==> config.mk <==
export PLATFORM = sky130hd
export DESIGN_NAME = spi_slave_flat
export DESIGN_NICKNAME = d
export VERILOG_FILES = /design/src/rtl/spi_slave_if.sv /design/src/rtl/spi_slave.sv /design/src/flat_wrapper.sv
export SDC_FILE = /design/constraint.sdc
export NUM_CORES = 1
export LEC_CHECK = 0
export ABC_AREA = 0
export CAP_MARGIN = 20
export CORE_UTILIZATION = 50
export CTS_BUF_LIST = sky130_fd_sc_hd__clkbuf_2 sky130_fd_sc_hd__clkbuf_4 sky130_fd_sc_hd__clkbuf_8
export CTS_CLUSTER_SIZE = 16
export DETAILED_ROUTE_END_ITERATION = 8
export DONT_BUFFER_PORTS = 1
export HOLD_SLACK_MARGIN = 0.06
export SETUP_SLACK_MARGIN = 0.5
export SYNTH_ARGS = -nofsm -noshare
export SYNTH_HDL_FRONTEND = slang
export SYNTH_SLANG_ARGS = --single-unit
==> constraint.sdc <==
create_clock -name clk_i -period 5.1 [get_ports clk_i]
set_clock_uncertainty 0.2 [all_clocks]
set_input_delay 0.765 -clock clk_i [delete_from_list [all_inputs] [get_ports clk_i]]
set_output_delay 0.765 -clock clk_i [all_outputs]
set_load 0.05 [all_outputs]
==> src/rtl/spi_slave_if.sv <==
// Wishbone register port and SPI pins of the SPI responder.
interface spi_slave_if;
  logic       cyc_i;
  logic       stb_i;
  logic [1:0] adr_i;
  logic       we_i;
  logic [7:0] dat_i;
  logic [7:0] dat_o;
  logic       ack_o;
  logic       inta_o;
  logic       sck_i;
  logic       ss_i;
  logic       mosi_i;
  logic       miso_o;
  logic       miso_oe_o;

  modport slave (
    input  cyc_i, stb_i, adr_i, we_i, dat_i, sck_i, ss_i, mosi_i,
    output dat_o, ack_o, inta_o, miso_o, miso_oe_o
  );

  modport master (
    output cyc_i, stb_i, adr_i, we_i, dat_i, sck_i, ss_i, mosi_i,
    input  dat_o, ack_o, inta_o, miso_o, miso_oe_o
  );
endinterface

==> src/rtl/spi_slave.sv <==
// SPI responder with a Wishbone register map and 4-deep TX/RX byte FIFOs.
// SPI pins are oversampled on clk_i; all four CPOL/CPHA modes, MSB first.
module spi_slave #(
  parameter int unsigned SYNC_STAGES = 2
) (
  input logic        clk_i,
  input logic        rst_i,
  spi_slave_if.slave bus
);
  localparam int unsigned DW    = 8;
  localparam int unsigned DEPTH = 4;
  localparam int unsigned AW    = 2;
  localparam int unsigned PW    = AW + 1;

  typedef enum logic [1:0] {IDLE, LOAD, ACTIVE, DONE} state_e;

  state_e                 state_q, state_d;
  logic [SYNC_STAGES-1:0] sck_sync_q, ss_sync_q, mosi_sync_q;
  logic                   sck_prev_q, ss_prev_q;
  logic                   ack_q, ack_d, inta_q, inta_d;
  logic [DW-1:0]          dat_q, dat_d;
  logic                   miso_q, miso_d, miso_oe_q, miso_oe_d;
  logic                   spie_q, spie_d, spe_q, spe_d, cpol_q, cpol_d, cpha_q, cpha_d;
  logic [1:0]             icnt_q, icnt_d, cnt_q, cnt_d;
  logic                   spif_q, spif_d, wcol_q, wcol_d, rovr_q, rovr_d, tund_q, tund_d;
  logic [DW-1:0]          tx_sh_q, tx_sh_d, rx_sh_q, rx_sh_d;
  logic [2:0]             bcnt_q, bcnt_d;
  logic                   first_q, first_d, skip_q, skip_d;
  logic [DW-1:0]          tx_mem [DEPTH];
  logic [DW-1:0]          rx_mem [DEPTH];
  logic [PW-1:0]          tx_wp_q, tx_wp_d, tx_rp_q, tx_rp_d, rx_wp_q, rx_wp_d, rx_rp_q, rx_rp_d;
  logic                   tx_push, tx_pop, rx_push, rx_pop, tx_push_req, rx_push_req;

  logic sck_s, ss_s, mosi_s, sck_rise, sck_fall, lead_edge, trail_edge, smp_edge, shf_edge;
  logic ss_fall, ss_rise, bus_req, bus_acc, tx_empty, tx_full, rx_empty, rx_full;

  assign sck_s      = sck_sync_q[SYNC_STAGES-1];
  assign ss_s       = ss_sync_q[SYNC_STAGES-1];
  assign mosi_s     = mosi_sync_q[SYNC_STAGES-1];
  assign sck_rise   = sck_s & ~sck_prev_q;
  assign sck_fall   = ~sck_s & sck_prev_q;
  assign ss_fall    = ~ss_s & ss_prev_q;
  assign ss_rise    = ss_s & ~ss_prev_q;
  // Leading edge moves sck away from its idle (cpol) level.
  assign lead_edge  = cpol_q ? sck_fall : sck_rise;
  assign trail_edge = cpol_q ? sck_rise : sck_fall;
  assign smp_edge   = cpha_q ? trail_edge : lead_edge;
  assign shf_edge   = cpha_q ? lead_edge : trail_edge;

  assign bus_req  = bus.cyc_i & bus.stb_i & ~ack_q;
  assign bus_acc  = bus.cyc_i & bus.stb_i & ack_q;
  assign tx_empty = (tx_wp_q == tx_rp_q);
  assign tx_full  = (tx_wp_q[AW] != tx_rp_q[AW]) && (tx_wp_q[AW-1:0] == tx_rp_q[AW-1:0]);
  assign rx_empty = (rx_wp_q == rx_rp_q);
  assign rx_full  = (rx_wp_q[AW] != rx_rp_q[AW]) && (rx_wp_q[AW-1:0] == rx_rp_q[AW-1:0]);

  assign bus.ack_o     = ack_q;
  assign bus.dat_o     = dat_q;
  assign bus.inta_o    = inta_q;
  assign bus.miso_o    = miso_q;
  assign bus.miso_oe_o = miso_oe_q;

  always_ff @(posedge clk_i or posedge rst_i) begin
    if (rst_i) begin
      sck_sync_q  <= '0;
      ss_sync_q   <= '1;
      mosi_sync_q <= '0;
      sck_prev_q  <= 1'b0;
      ss_prev_q   <= 1'b1;
    end else begin
      sck_sync_q  <= {sck_sync_q[SYNC_STAGES-2:0], bus.sck_i};
      ss_sync_q   <= {ss_sync_q[SYNC_STAGES-2:0], bus.ss_i};
      mosi_sync_q <= {mosi_sync_q[SYNC_STAGES-2:0], bus.mosi_i};
      sck_prev_q  <= sck_s;
      ss_prev_q   <= ss_s;
    end
  end

  always_comb begin
    state_d = state_q;  ack_d = bus_req;  dat_d = dat_q;  miso_d = miso_q;
    spie_d = spie_q;    spe_d = spe_q;    cpol_d = cpol_q; cpha_d = cpha_q;
    icnt_d = icnt_q;    cnt_d = cnt_q;    spif_d = spif_q; wcol_d = wcol_q;
    rovr_d = rovr_q;    tund_d = tund_q;  tx_sh_d = tx_sh_q; rx_sh_d = rx_sh_q;
    bcnt_d = bcnt_q;    first_d = first_q; skip_d = skip_q;
    tx_push = 1'b0; tx_pop = 1'b0; rx_push = 1'b0; tx_push_req = 1'b0; rx_push_req = 1'b0;

    if (bus_req && !bus.we_i) begin
      case (bus.adr_i)
        2'd0:    dat_d = {spie_q, spe_q, 2'b00, cpol_q, cpha_q, 2'b00};
        2'd1:    dat_d = {spif_q, wcol_q, rovr_q, tund_q, tx_full, tx_empty, rx_full, rx_empty};
        2'd2:    dat_d = rx_mem[rx_rp_q[AW-1:0]];
        default: dat_d = {icnt_q, 6'b0};
      endcase
    end
    if (bus_acc && bus.we_i) begin
      case (bus.adr_i)
        2'd0: begin
          spie_d = bus.dat_i[7]; spe_d = bus.dat_i[6]; cpol_d = bus.dat_i[3]; cpha_d = bus.dat_i[2];
        end
        2'd1: begin
          spif_d = spif_q & ~bus.dat_i[7]; wcol_d = wcol_q & ~bus.dat_i[6];
          rovr_d = rovr_q & ~bus.dat_i[5]; tund_d = tund_q & ~bus.dat_i[4];
        end
        2'd2:    tx_push_req = 1'b1;
        default: icnt_d = bus.dat_i[7:6];
      endcase
    end
    rx_pop = bus_acc && !bus.we_i && (bus.adr_i == 2'd2) && !rx_empty;

    case (state_q)
      IDLE: begin
        skip_d = 1'b0;
        if (ss_fall) state_d = LOAD;
      end
      LOAD: begin
        if (ss_rise) begin
          state_d = IDLE;
        end else begin
          if (tx_empty) begin
            tx_sh_d = 8'hFF;
            tund_d  = 1'b1;
          end else begin
            tx_pop  = 1'b1;
            tx_sh_d = tx_mem[tx_rp_q[AW-1:0]];
          end
          if (!cpha_q) miso_d = tx_sh_d[DW-1];
          bcnt_d  = 3'd7;
          first_d = 1'b1;
          state_d = ACTIVE;
        end
      end
      ACTIVE: begin
        if (ss_rise) begin
          state_d = IDLE;
        end else begin
          // With cpha=0 the trailing edge after the previous byte's last sample is not a shift.
          if (shf_edge) begin
            if (skip_q) begin
              skip_d = 1'b0;
            end else if (cpha_q && first_q) begin
              miso_d  = tx_sh_q[DW-1];
              first_d = 1'b0;
            end else begin
              tx_sh_d = {tx_sh_q[DW-2:0], 1'b0};
              miso_d  = tx_sh_q[DW-2];
            end
          end
          if (smp_edge) begin
            rx_sh_d = {rx_sh_q[DW-2:0], mosi_s};
            bcnt_d  = bcnt_q - 3'd1;
            if (bcnt_q == 3'd0) state_d = DONE;
          end
        end
      end
      DONE: begin
        rx_push_req = 1'b1;
        skip_d      = ~cpha_q;
        if (cnt_q == 2'd0) begin
          spif_d = 1'b1;
          cnt_d  = icnt_q;
        end else begin
          cnt_d = cnt_q - 2'd1;
        end
        state_d = ss_rise ? IDLE : LOAD;
      end
      default: state_d = IDLE;
    endcase

    // A same-cycle pop frees the slot, so a push into a full FIFO still lands.
    if (tx_push_req) begin
      if (tx_full && !tx_pop) wcol_d = 1'b1;
      else                    tx_push = 1'b1;
    end
    if (rx_push_req) begin
      if (rx_full && !rx_pop) rovr_d = 1'b1;
      else                    rx_push = 1'b1;
    end
    tx_wp_d   = tx_wp_q + PW'(tx_push);
    tx_rp_d   = tx_rp_q + PW'(tx_pop);
    rx_wp_d   = rx_wp_q + PW'(rx_push);
    rx_rp_d   = rx_rp_q + PW'(rx_pop);
    miso_oe_d = spe_q & ~ss_s;

    if (!spe_q) begin
      state_d = IDLE;
      tx_wp_d = '0; tx_rp_d = '0; rx_wp_d = '0; rx_rp_d = '0;
      spif_d  = 1'b0; wcol_d = 1'b0; rovr_d = 1'b0; tund_d = 1'b0;
      cnt_d   = icnt_d;
    end
    inta_d = spif_d & spie_d;
  end

  always_ff @(posedge clk_i or posedge rst_i) begin
    if (rst_i) begin
      state_q <= IDLE;  ack_q <= 1'b0;  dat_q <= '0;  inta_q <= 1'b0;
      miso_q <= 1'b0;   miso_oe_q <= 1'b0;
      spie_q <= 1'b0;   spe_q <= 1'b0;  cpol_q <= 1'b0; cpha_q <= 1'b0;
      icnt_q <= '0;     cnt_q <= '0;
      spif_q <= 1'b0;   wcol_q <= 1'b0; rovr_q <= 1'b0; tund_q <= 1'b0;
      tx_sh_q <= '0;    rx_sh_q <= '0;  bcnt_q <= '0;   first_q <= 1'b0; skip_q <= 1'b0;
      tx_wp_q <= '0;    tx_rp_q <= '0;  rx_wp_q <= '0;  rx_rp_q <= '0;
    end else begin
      state_q <= state_d; ack_q <= ack_d; dat_q <= dat_d; inta_q <= inta_d;
      miso_q <= miso_d;   miso_oe_q <= miso_oe_d;
      spie_q <= spie_d;   spe_q <= spe_d; cpol_q <= cpol_d; cpha_q <= cpha_d;
      icnt_q <= icnt_d;   cnt_q <= cnt_d;
      spif_q <= spif_d;   wcol_q <= wcol_d; rovr_q <= rovr_d; tund_q <= tund_d;
      tx_sh_q <= tx_sh_d; rx_sh_q <= rx_sh_d; bcnt_q <= bcnt_d; first_q <= first_d; skip_q <= skip_d;
      tx_wp_q <= tx_wp_d; tx_rp_q <= tx_rp_d; rx_wp_q <= rx_wp_d; rx_rp_q <= rx_rp_d;
    end
  end

  always_ff @(posedge clk_i or posedge rst_i) begin
    if (rst_i) begin
      for (int i = 0; i < DEPTH; i++) begin
        tx_mem[i] <= '0;
        rx_mem[i] <= '0;
      end
    end else begin
      if (tx_push) tx_mem[tx_wp_q[AW-1:0]] <= bus.dat_i;
      if (rx_push) rx_mem[rx_wp_q[AW-1:0]] <= rx_sh_q;
    end
  end
endmodule

==> src/flat_wrapper.sv <==
// flat-port wrapper written by rule: the top's interface ports become plain ports
module spi_slave_flat 
#(
  parameter int unsigned SYNC_STAGES = 2
)
  (clk_i, rst_i, bus_cyc_i, bus_stb_i, bus_adr_i, bus_we_i, bus_dat_i, bus_sck_i, bus_ss_i, bus_mosi_i, bus_dat_o, bus_ack_o, bus_inta_o, bus_miso_o, bus_miso_oe_o);
  spi_slave_if bus_i ();
  input logic clk_i;
  input logic rst_i;
  input wire logic [$bits(bus_i.cyc_i)-1:0] bus_cyc_i;
  input wire logic [$bits(bus_i.stb_i)-1:0] bus_stb_i;
  input wire logic [$bits(bus_i.adr_i)-1:0] bus_adr_i;
  input wire logic [$bits(bus_i.we_i)-1:0] bus_we_i;
  input wire logic [$bits(bus_i.dat_i)-1:0] bus_dat_i;
  input wire logic [$bits(bus_i.sck_i)-1:0] bus_sck_i;
  input wire logic [$bits(bus_i.ss_i)-1:0] bus_ss_i;
  input wire logic [$bits(bus_i.mosi_i)-1:0] bus_mosi_i;
  output wire logic [$bits(bus_i.dat_o)-1:0] bus_dat_o;
  output wire logic [$bits(bus_i.ack_o)-1:0] bus_ack_o;
  output wire logic [$bits(bus_i.inta_o)-1:0] bus_inta_o;
  output wire logic [$bits(bus_i.miso_o)-1:0] bus_miso_o;
  output wire logic [$bits(bus_i.miso_oe_o)-1:0] bus_miso_oe_o;
  assign bus_i.cyc_i = bus_cyc_i;
  assign bus_i.stb_i = bus_stb_i;
  assign bus_i.adr_i = bus_adr_i;
  assign bus_i.we_i = bus_we_i;
  assign bus_i.dat_i = bus_dat_i;
  assign bus_i.sck_i = bus_sck_i;
  assign bus_i.ss_i = bus_ss_i;
  assign bus_i.mosi_i = bus_mosi_i;
  assign bus_dat_o = bus_i.dat_o;
  assign bus_ack_o = bus_i.ack_o;
  assign bus_inta_o = bus_i.inta_o;
  assign bus_miso_o = bus_i.miso_o;
  assign bus_miso_oe_o = bus_i.miso_oe_o;
  spi_slave #(.SYNC_STAGES(SYNC_STAGES)) u_core (.clk_i(clk_i), .rst_i(rst_i), .bus(bus_i));
endmodule
* Yosys cells after proc, flatten, opt, wreduce, memory -nomap -nowiden *
Cells that the tools add are included.

storage, ports and cells
  input port bits = 18
  register bits after elaboration = 131

cells by class
  reductions and logical operators = 31
  add/sub/neg operators = 6
  bitwise logic cells = 28
  equality and inequality tests = 23
  multiplexer cells = 94
  order comparisons = 6

operator list
  operator              count
  $mux W8               12
  $bwmux W32            2
  $mux W1               51
  $bmux W8 S2           2
  $demux W8 S2          2
  $pmux W8 S3           1
  $mux W2               11
  $mux W3               7
  $reduce_and A6 Y1     3
  $pmux W8 S2           1
  $and A1 B1 Y1         13
  $add A3 B1 Y3         4
  $ge A3 B3 Y1 const B  4
  $logic_and A1 B1 Y1   12
  $ne A2 B2 Y1 const B  6
  $not A2 Y3            4
  $not A1 Y1            11
  $reduce_and A3 Y1     3
  $ne A4 B4 Y1 const B  2
  $pmux W2 S4           1
  $eq A2 B2 Y1 const B  3
  $eq A3 B3 Y1          2
  $logic_not A2 Y1      3
  $lt A3 B1 Y1 const B  2
  other kinds (17)      26

* Depth between registers and ports, before layout *
  depth after elaboration = 11
  depth in mapped cells = 8
  gate-level depth less buffers = 8

* Least setup slack after synthesis *
Ideal clock, no wire load.

  path kind = input-to-reg
  start = input bus_we_i
  end = register u_core.rx_wp_q[1]
  required time = 4,781 ps
  setup time = 119 ps
  slack = 2,556 ps
  arrival = 2,225 ps
  stages = 6
  path buffers = 0
  cell sequence = and2b_1 a2111oi_4 nor2_1 ha_1 ha_1 and2_1

between the ends
  word-level cells in the longest chain between the ends = 10

ends and longest elaborated chain
  element                            RTL line            source
  start, declared                    flat_wrapper.sv:13  input wire logic [$bits(bus_i.we_i)-1:0] bus_we_i;
  $logic_not A1 Y1                   spi_slave.sv:108    rx_pop = bus_acc && !bus.we_i && (bus.adr_i == 2'd2) && !rx_empty;
  $logic_and A1 B1 Y1 (3 in series)  spi_slave.sv:108
  $logic_not A1 Y1                   spi_slave.sv:175    if (rx_full && !rx_pop) rovr_d = 1'b1;
  $logic_and A1 B1 Y1                spi_slave.sv:175
  $mux W1                            spi_slave.sv:175
  $mux W1                            spi_slave.sv:174    if (rx_push_req) begin
  $add A3 B1 Y3                      spi_slave.sv:180    rx_wp_d = rx_wp_q + PW'(rx_push);
  $mux W3                            spi_slave.sv:184    if (!spe_q) begin
  net u_core.rx_wp_d[1]              spi_slave.sv:31     logic [PW-1:0] tx_wp_q, tx_wp_d, tx_rp_q, tx_rp_d, rx_wp_q, rx_wp_d, rx_rp_q, rx_rp_d;
  end signal, assigned               spi_slave.sv:209    tx_wp_q <= tx_wp_d; tx_rp_q <= tx_rp_d; rx_wp_q <= rx_wp_d; rx_rp_q <= rx_rp_d;
  end, declared                      spi_slave.sv:31

The timed path passes the listed nets, and every way through them passes these cells.
A chain may end at the register's enable or synchronous reset.

* Worst setup path after layout *
  start = register u_core.ss_sync_q[1]
  end = register u_core.tx_mem[8] (netlist name)

between the ends
  word-level cells in the longest chain between the ends = 7

ends and longest elaborated chain
  element                        RTL line          source
  start, declared                spi_slave.sv:18   logic [SYNC_STAGES-1:0] sck_sync_q, ss_sync_q, mosi_sync_q;
  start signal, assigned         spi_slave.sv:72   ss_sync_q <= {ss_sync_q[SYNC_STAGES-2:0], bus.ss_i};
  $and A1 B1 Y1                  spi_slave.sv:43   assign ss_rise = ss_s & ~ss_prev_q;
  $mux W1                        spi_slave.sv:116  if (ss_rise) begin
  $mux W1                        spi_slave.sv:110  case (state_q)
  $logic_not A1 Y1               spi_slave.sv:171  if (tx_full && !tx_pop) wcol_d = 1'b1;
  $logic_and A1 B1 Y1            spi_slave.sv:171
  $mux W1                        spi_slave.sv:171
  $mux W1                        spi_slave.sv:170  if (tx_push_req) begin
  end signal, assigned by index  spi_slave.sv:220  if (tx_push) tx_mem[tx_wp_q[AW-1:0]] <= bus.dat_i;
  end, declared                  spi_slave.sv:29   logic [DW-1:0] tx_mem [DEPTH];

No other way between the ends.

==> metrics.txt <==
# IOs=30; clk_lat worst skew=0.45 ns; CP startpoint kind=flip-flop; internal power=around 1.9 mW; routed via count=3,514; r2r setup slk=2.30 ns; cts hold-fix bufs=0; register area share after synthesis=54.46%; number of global-route vias before repair=about 3.6k; Ant. Diodes=0; Critical Path RT=about 5.2 ns; Placed Cells=570; Slew Viols, Final=0; drt drc=3; Worst Hold Class=in -> reg; Final Cycle Share=between 50% and 60%; static leakage=3.125 nW; fin nets=between 400 and 500; CP Class=reg -> reg; drt first pass iters=6; register area=0.003282 mm^2; Post-Syn Area per Cell=~14 um^2; Max Buffers Root-to-Sink=2; CTS HTree Levels=4; final hold vios=0; critical path arrival=2.92 ns; max-cap viol count=0; status=complete, but fails checks; footprint of the multi-input gates=roughly 0.0026 mm^2; antenna violations before repair=0; Seq cells post-synth=131; Cells after Synth=approximately 440; Hold Path Depth=0; commonest non-fill, non-tap cell in the layout=dfrtp_1; Initial DRC Count=about 190; Clock Power Share=34.1%; Setup-failing EPs final=0; Layout area overhead=8.929%; Die W=111.8 um; Warnings, synthesis=0; core area=0.01156 mm^2; Tot GR Track Use=21.55%; share of layout cells above drive strength 1=31.15%; number of synthesized flops with an enable pin=0; Slew headroom=25.81%; worst slew pin tran=~1.1 ns; GRT Residual Overflow=0; CTS tree=yes; largest net degree at the start of global routing=91; Worst-path clk slew=0.07 ns; synthesized cell area=0.006026 mm^2; Initial Utilization=between 50% and 60%; unique cell type count in the Yosys netlist=57; Std-Cell Rows=39; share of power burned in registers=between 50% and 60%; most frequent cells in the layout=128 x dfrtp_1, 72 x mux2_2, 28 x nor2_1; # clock sinks=131; Die Y=111.8 um; DP HPWL=just over 8 mm; Post-CTS Repair Setup Buffers=0; crit path time final=2.801 ns; Routed Antenna Nets=0; fillers=969; syn_nets=470; Total Wirelength=~12 mm; Finished Layout Cells=roughly 600; Max FO, Critical Path=8; Vias/cell=5.837; share of total power in combinational logic=15.5%; power per cell area=412.8 mW/mm^2; CTS root buffer=clkbuf_8; RSZ-0062 raised after global routing=no; VDD IR-drop max=approximately 0.21 mV; Psw=0.8103 mW; R2R cell count=4; Setup crit end kind=flip-flop; Routability Congestion=0.7802; cts bufs inserted=17; failing checks=DRC; post-CTS resize count=0; Sw Share=29.91%; Port Buffers=0; first-pass GRT wire length=about 20 mm; setup TNS=0 ns; FFs w/ async S/R, synth=100.0%; max frequency=357.0 MHz; routed length per placed instance=20.27 um; Die ar.=between 0.01 and 0.015 mm^2; ys flop type=dfrtp_1
==> registers in the layout (all words and copies together) (netlist names), 2 cells and up <==
signal              count
u_core.tx_rp_q          3
u_core.state_q          2
u_core.rx_sh_q          8
u_core.rx_mem          32
u_core.sck_sync_q       2
u_core.cnt_q            2
u_core.tx_mem          32
u_core.tx_sh_q          8
u_core.bus.dat_o        8
u_core.icnt_q           2
u_core.ss_sync_q        2
u_core.rx_rp_q          3
u_core.mosi_sync_q      2
u_core.tx_wp_q          3
u_core.bcnt_q           3
u_core.rx_wp_q          3
==> path summary, 6_finish.rpt <==
path | from | to
setup reg to reg | u_core.ss_sync_q[1] | u_core.tx_mem[8]
hold reg to reg | u_core.mosi_sync_q[0] | u_core.mosi_sync_q[1]
hold / removal | bus_ss_i | u_core.ss_sync_q[0]
min in group asynchronous | rst_i | u_core.tx_mem[25]
setup / recovery | u_core.ss_sync_q[1] | u_core.tx_mem[8]
max in group asynchronous | rst_i | u_core.wcol_q
==> per-layer routing <==
layer	wire, um	track usage [%]
met4	102	7.568
met1	6204	31.87
met3	485	5.934
met5	0	0
met2	5412	30.43
==> power by group through the flow <==
stage               registers, mW  logic (mW)  clock network, mW
floorplan                    1.32       0.375                  0
CTS                          1.36       0.425              0.949
global route                 1.39       0.467              0.998
finish                       1.36       0.421              0.924
global placement             1.38       0.409                  0
detailed placement           1.38       0.424                  0
==> final cells by class <==
class | count | share of cell area [%]
clock inverters | 9 | 1.982
inverters | 16 | 0.9912
flip-flops and latches | 131 | 50.00
multi-input cells | 279 | 39.74
well taps | 143 | 2.726
clock buffers | 23 | 4.441
repair buffers | 1 | 0.1144
==> through the flow <==
stage                     worst slack (ns)  cell area (um^2)  utilization, %  hold slack, ns  power [mW]
final                                2.299              6564           56.76          0.1111       2.709
after global routing                 2.163              6564           56.76         0.07548       2.851
after CTS                            2.303              6564           56.76         0.08117       2.739
after detailed placement             2.257              6142           53.11          0.1480       1.807
after global placement               2.322              6142           53.11          0.1436       1.790
after floorplan                     0.6423              6026               -          0.1312       1.691
==> critical path, cell delays in order, from the launching register on <==
cell       delay, ns
dfstp_2         0.58
nor2b_1         0.53
o2111ai_1       0.41
nand4b_1        0.56
mux2_2          0.39
==> cells by family after synthesis <==
| logic type | after synthesis | share of synthesized area, % |
|---|---|---|
| and+or+nand+nor | 95 | 8.867 |
| buffers and inverters | 32 | 2.243 |
| muxes | 108 | 23.42 |
| xor gates and xnor gates | 13 | 2.139 |
| adders and majority gates | 10 | 2.076 |
| DFF | 131 | 54.46 |
| AOI/OAI and AO/OA | 53 | 6.790 |
==> cells in the mapped netlist (3+ instances only) <==
master / n / area share (%)
clkbuf_1: 9 / 0.56
xor2_1: 3 / 0.44
buf_2: 3 / 0.25
nand2b_1: 7 / 0.73
and2_1: 9 / 0.93
o21ai_0: 6 / 0.50
ha_1: 10 / 2.1
nand2_1: 14 / 0.87
dfrtp_1: 128 / 53
nor2b_1: 4 / 0.42
nand4_1: 3 / 0.31
mux2_2: 72 / 13
nand3_1: 6 / 0.50
nor3b_1: 4 / 0.50
mux2i_1: 12 / 2.0
nor3_1: 7 / 0.58
xnor2_1: 8 / 1.2
nand4b_1: 3 / 0.44
mux2_4: 8 / 2.0
mux4_2: 16 / 6.0
nor2_1: 28 / 1.7
a211oi_1: 4 / 0.50
o22ai_1: 8 / 0.83
a221oi_1: 7 / 1.0
a21oi_1: 8 / 0.66
inv_1: 16 / 1.0
dfstp_2: 3 / 1.3
Power figures use the tool's default switching activity.
